<file path="src/rtl/lcr580_bus_pkg.sv">
// Shared LCR580 bus definitions: bus widths, arbiter parameter limits and
// the arbiter state encoding.
package lcr580_bus_pkg;

    localparam int ADDR_W = 16;
    localparam int DATA_W = 8;

    localparam int BURST_MIN   = 1;
    localparam int BURST_MAX   = 16;
    localparam int CPU_MIN_MAX = 15;

    typedef enum logic {
        S_CPU = 1'b0,
        S_VID = 1'b1
    } arb_state_t;

endpackage

</file>
<file path="src/rtl/lcr580_mem_arbiter.sv">
// Single-port RAM arbiter: the CPU owns the bus by default. A video grant
// stalls the CPU for one fixed-length burst, then a guard window protects the CPU.
module lcr580_mem_arbiter
    import lcr580_bus_pkg::*;
#(
    parameter int BURST   = 4,
    parameter int CPU_MIN = 2
) (
    input  logic              clock,
    input  logic              reset,
    input  logic [ADDR_W-1:0] cpu_address,
    input  logic [DATA_W-1:0] cpu_out,
    input  logic              cpu_we,
    output logic [DATA_W-1:0] cpu_in,
    output logic              cpu_ce,
    input  logic              vid_req,
    input  logic [ADDR_W-1:0] vid_address,
    output logic              vid_valid,
    output logic [DATA_W-1:0] vid_data,
    output logic              vid_done,
    output logic [ADDR_W-1:0] ram_address,
    output logic [DATA_W-1:0] ram_out,
    output logic              ram_we,
    input  logic [DATA_W-1:0] ram_in
);

    localparam logic [3:0] BEAT_LAST = 4'(BURST - 1);
    // The exit edge itself is the first CPU cycle, so the guard holds one less
    // than CPU_MIN; the next grant decision then lands on edge k+BURST+CPU_MIN.
    localparam logic [3:0] GUARD_LOAD = (CPU_MIN > 0) ? 4'(CPU_MIN - 1) : 4'd0;
    localparam logic       REGRANT_AT_EXIT = (CPU_MIN == 0);

    arb_state_t        state;
    arb_state_t        state_next;
    logic              grant;
    logic [ADDR_W-1:0] ptr;
    logic [3:0]        beat;
    logic [3:0]        guard;

    always_ff @(posedge clock) begin
        if (reset) begin
            state  <= S_CPU;
            ptr    <= '0;
            beat   <= '0;
            guard  <= '0;
            cpu_ce <= 1'b1;
        end else begin
            state <= state_next;
            if (grant) begin
                ptr    <= vid_address;
                beat   <= BEAT_LAST;
                cpu_ce <= 1'b0;
            end else if (state == S_VID) begin
                ptr <= ptr + 1'b1;
                if (beat != 4'd0) begin
                    beat <= beat - 1'b1;
                end else begin
                    cpu_ce <= 1'b1;
                    guard  <= GUARD_LOAD;
                end
            end else if (guard != 4'd0) begin
                guard <= guard - 1'b1;
            end
        end
    end

    // With no guard window, a held request chains straight into the next burst.
    always_comb begin
        grant      = 1'b0;
        state_next = state;
        case (state)
            S_CPU: begin
                if (guard == 4'd0 && vid_req) begin
                    grant      = 1'b1;
                    state_next = S_VID;
                end
            end
            S_VID: begin
                if (beat == 4'd0) begin
                    if (REGRANT_AT_EXIT && vid_req) begin
                        grant = 1'b1;
                    end else begin
                        state_next = S_CPU;
                    end
                end
            end
            default: state_next = S_CPU;
        endcase
    end

    always_comb begin
        ram_address = cpu_address;
        ram_we      = cpu_we & cpu_ce;
        vid_valid   = 1'b0;
        vid_done    = 1'b0;
        if (state == S_VID) begin
            ram_address = ptr;
            ram_we      = 1'b0;
            vid_valid   = 1'b1;
            vid_done    = (beat == 4'd0);
        end
    end

    assign cpu_in   = ram_in;
    assign vid_data = ram_in;
    assign ram_out  = cpu_out;

endmodule

</file>
<file path="config.mk">
export PLATFORM = sky130hd
export DESIGN_NAME = lcr580_mem_arbiter
export DESIGN_NICKNAME = d
export VERILOG_FILES = /design/src/rtl/lcr580_bus_pkg.sv /design/src/rtl/lcr580_mem_arbiter.sv
export SDC_FILE = /design/constraint.sdc
export NUM_CORES = 1
export LEC_CHECK = 0
export BUFFER_PORTS_ARGS = -buffer_cell sky130_fd_sc_hd__buf_4
export CAP_MARGIN = 40
export CORE_ASPECT_RATIO = 0.9
export CORE_MARGIN = 4
export CORE_UTILIZATION = 45
export CTS_CLUSTER_DIAMETER = 40
export DETAILED_ROUTE_END_ITERATION = 6
export PLACE_DENSITY = 0.92
export SYNTH_ARGS = -nofsm -noshare
export SYNTH_HDL_FRONTEND = slang
export SYNTH_SLANG_ARGS = --single-unit
</file>
<file path="constraint.sdc">
create_clock -name clock -period 1.9 [get_ports clock]
set_input_delay 0.57 -clock clock [delete_from_list [all_inputs] [get_ports clock]]
set_output_delay 0.57 -clock clock [all_outputs]
set_load 0.1 [all_outputs]
</file>
==> impl_metrics.py <==
metrics = {
    "status": {
        "outcome": "finished with violations",
        "violations": "setup timing",
    },
    "grt": {
        "antenna_found_initial": 0,
        "grt_pass1_vias": 1810,
        "grt-ovfl-total": 0,
        "grt_max_degree": 26,
        "grt_pass1_wl_um": 8910,
        "grt.total_usage_pct": 23.0,
    },
    "clock_tree": {
        "cts_num_sinks": 26,
        "htreeDepth": 1,
        "cts_root_buf": "clkbuf_8",
        "cts_hold_buf": 0,
        "cts_tree": "yes",
        "cts_made_buffers": 3,
        "clkLatencyLatePin_ps": 280,
        "clk_pin_slew_worst_paths_ps": 90,
        "clk_path_buf_depth": 2,
    },
    "layout": {
        "final_util_pct": 69.5,
        "syn_to_final_growth_pct": 48.0,
        "final_cell_mix": "buf_4, dfxtp_1, nor2_1",
        "num_antenna_cells": 0,
        "mostFrequentLayoutCell": "buf_4",
        "fin_nets": 325,
        "instances_no_fill": 315,
        "final_area_sq_mm": 0.00259,
        "final_layout_size_suffix_gt1_share_pct": 45.7,
    },
    "floorplanning": {
        "core_area_sq_mm": 0.00373,
        "die_w_um": 73.8,
        "die_h_um": 67.2,
        "core.rowCount": 21,
        "die_area_sq_mm": 0.00496,
        "start_util_pct": 46.9,
        "pin_count": 96,
    },
    "yosys": {
        "synth_fp_nets": 274,
        "synthCells": 219,
        "synth_area_sq_mm": 0.00175,
        "synth-edff-count": 0,
        "yosysWarnings": 0,
        "ys_dominant_reg_cell": "dfxtp_1",
        "ys_ff_latch": 26,
        "synth_top_area_cell": "dfxtp_1",
        "synth_top_area_share_pct": 29.7,
        "synth_area_leaders": "dfxtp_1, buf_4, mux2_2",
        "ys_types": 43,
        "syn_area_per_cell_sq_um": 8.00,
        "ys_seq_area_share_pct": 29.7,
        "async_reset_ff_share_pct": 0,
    },
    "sta": {
        "slew_headroom_pct": 57.1,
        "final_hold_viol_count": 0,
        "setup_viol": 15,
        "max_freq_mhz": 515,
        "rsz0062_at_grt": "true",
        "period_needed_ps": 1940,
        "clock_skew_ps": 5.08,
        "drv_slew": 0,
        "period_share_pct": 102,
        "setup_slack_ps": -42.7,
        "worstMarginPinSlew_ps": 635,
    },
    "worst_setup_path": {
        "cp_max_fo": 8,
        "arrival_ps": 1370,
        "worstSetupPathType": "reg2out",
        "required_ps": 1330,
        "end_kind": "primary output",
        "worst_setup_path_start_kind": "flip-flop",
    },
    "detailed_routing": {
        "ant_nets": 0,
        "wl_per_cell_um": 18.2,
        "drt_iter0_markers": 209,
        "dr.pass1.iters": 5,
        "drc": 0,
        "via_per_inst": 6.17,
        "vias": 1944,
        "routed_wl_um": 5750,
    },
    "placement": {
        "hpwl_um": 3510,
        "gp_congestion": 0.844,
        "dpl-instance-area_sq_mm": 0.00222,
        "io_buffers": 55,
        "dp.cells": 298,
    },
    "power_and_ir_drop": {
        "power_leakage_nw": 1.06,
        "finalPower_mw": 4.03,
        "peakVddDrop_v": 0.000893,
        "powerDensity_mw_per_mm2": 1550,
    },
    "hold_path": {
        "hold_class": "reg2reg",
    },
    "flow_run": {
        "drv_cap": 0,
    },
}
cell usage after synthesis, drive strengths merged (5+ instances only):
library cell	number
nand4	5
inv	12
clkbuf	5
or3	6
a211oi	6
o21ai	9
nor2	17
buf	30
dfxtp	26
nor4	5
nor3	8
nand2	14
mux2	14
nand3	9
a21oi	15
per-stage QoR:
stage / hold slack [ps] / setup TNS [ps] / setup WS [ps]
detailed placement: 483 / 0 / 100
finish: 512 / -433 / -42.7
floorplan: 454 / -4240 / -558
global route: 538 / -1150 / -134
CTS: 495 / -273 / -30.5
global placement: 468 / 0 / 132
power by group:
group | leakage (nW) | switching (mW) | internal, mW
clock network | 0.0228 | 0.174 | 0.151
registers | 0.214 | 0.222 | 0.714
logic | 0.820 | 1.63 | 1.14
total | 1.06 | 2.03 | 2.00
state kept, by name, summed over array words and instances, names as in the netlist:
register	count
guard	4
beat	4
ptr	16
cpu_ce	1
state	1
worst paths after layout:
kind / start / endpoint / slack [ps] / cells past startpoint
hold / removal: cpu_ce$_SDFFE_PP1P_ / cpu_ce$_SDFFE_PP1P_ / 510 / 2
setup / recovery: state$_SDFF_PP0_ / ram_address[9] / -40 / 3
hold reg to reg: cpu_ce$_SDFFE_PP1P_ / cpu_ce$_SDFFE_PP1P_ / 510 / 2
setup reg to reg: guard[0]$_SDFFE_PP0P_ / ptr[6]$_SDFFE_PP0P_ / -30 / 7
worst max-delay path, stage by stage, from the launching register on:
cell and delay (ps):
dfxtp_4 440, buf_12 160, mux2_4 330, buf_12 170
cell families after synthesis:
family          after synthesis  synth area share, %
simple gates                 79                 25.0
compound gates               48                 17.6
buf+inv                      47                 15.5
flops                        26                 29.7
mux                          14                 9.00
fa+ha+maj                     3                 2.14
xor+xnor                      2                 1.00
routing by layer:
| metal | wire (um) | vias up | part of all wire [%] | track usage (%) |
|---|---|---|---|---|
| met5 | 0 | - | 0 | 0 |
| met4 | 139 | 0 | 2.4 | 5.88 |
| met3 | 587 | 22 | 10 | 5.51 |
| li1 | - | 878 | - | - |
| met1 | 2190 | 914 | 38 | 28.1 |
| met2 | 2830 | 130 | 49 | 40.3 |
repair_timing:
action,4_1_cts,5_1_grt
pin swaps,2,1
gates resized for setup,47,14
gates cloned,0,0
buffers inserted,9,4
endpoints found under the setup margin,16,25
area by class of cell:
class	count	area, sq um
Clock buffer	4	45.0
Timing Repair Buffer	81	817
Fill cell	280	1140
Sequential cell	26	529
Inverter	12	47.5
Multi-Input combinational cell	146	1100
Tap cell	46	57.6
Power figures use the tool's default switching activity.
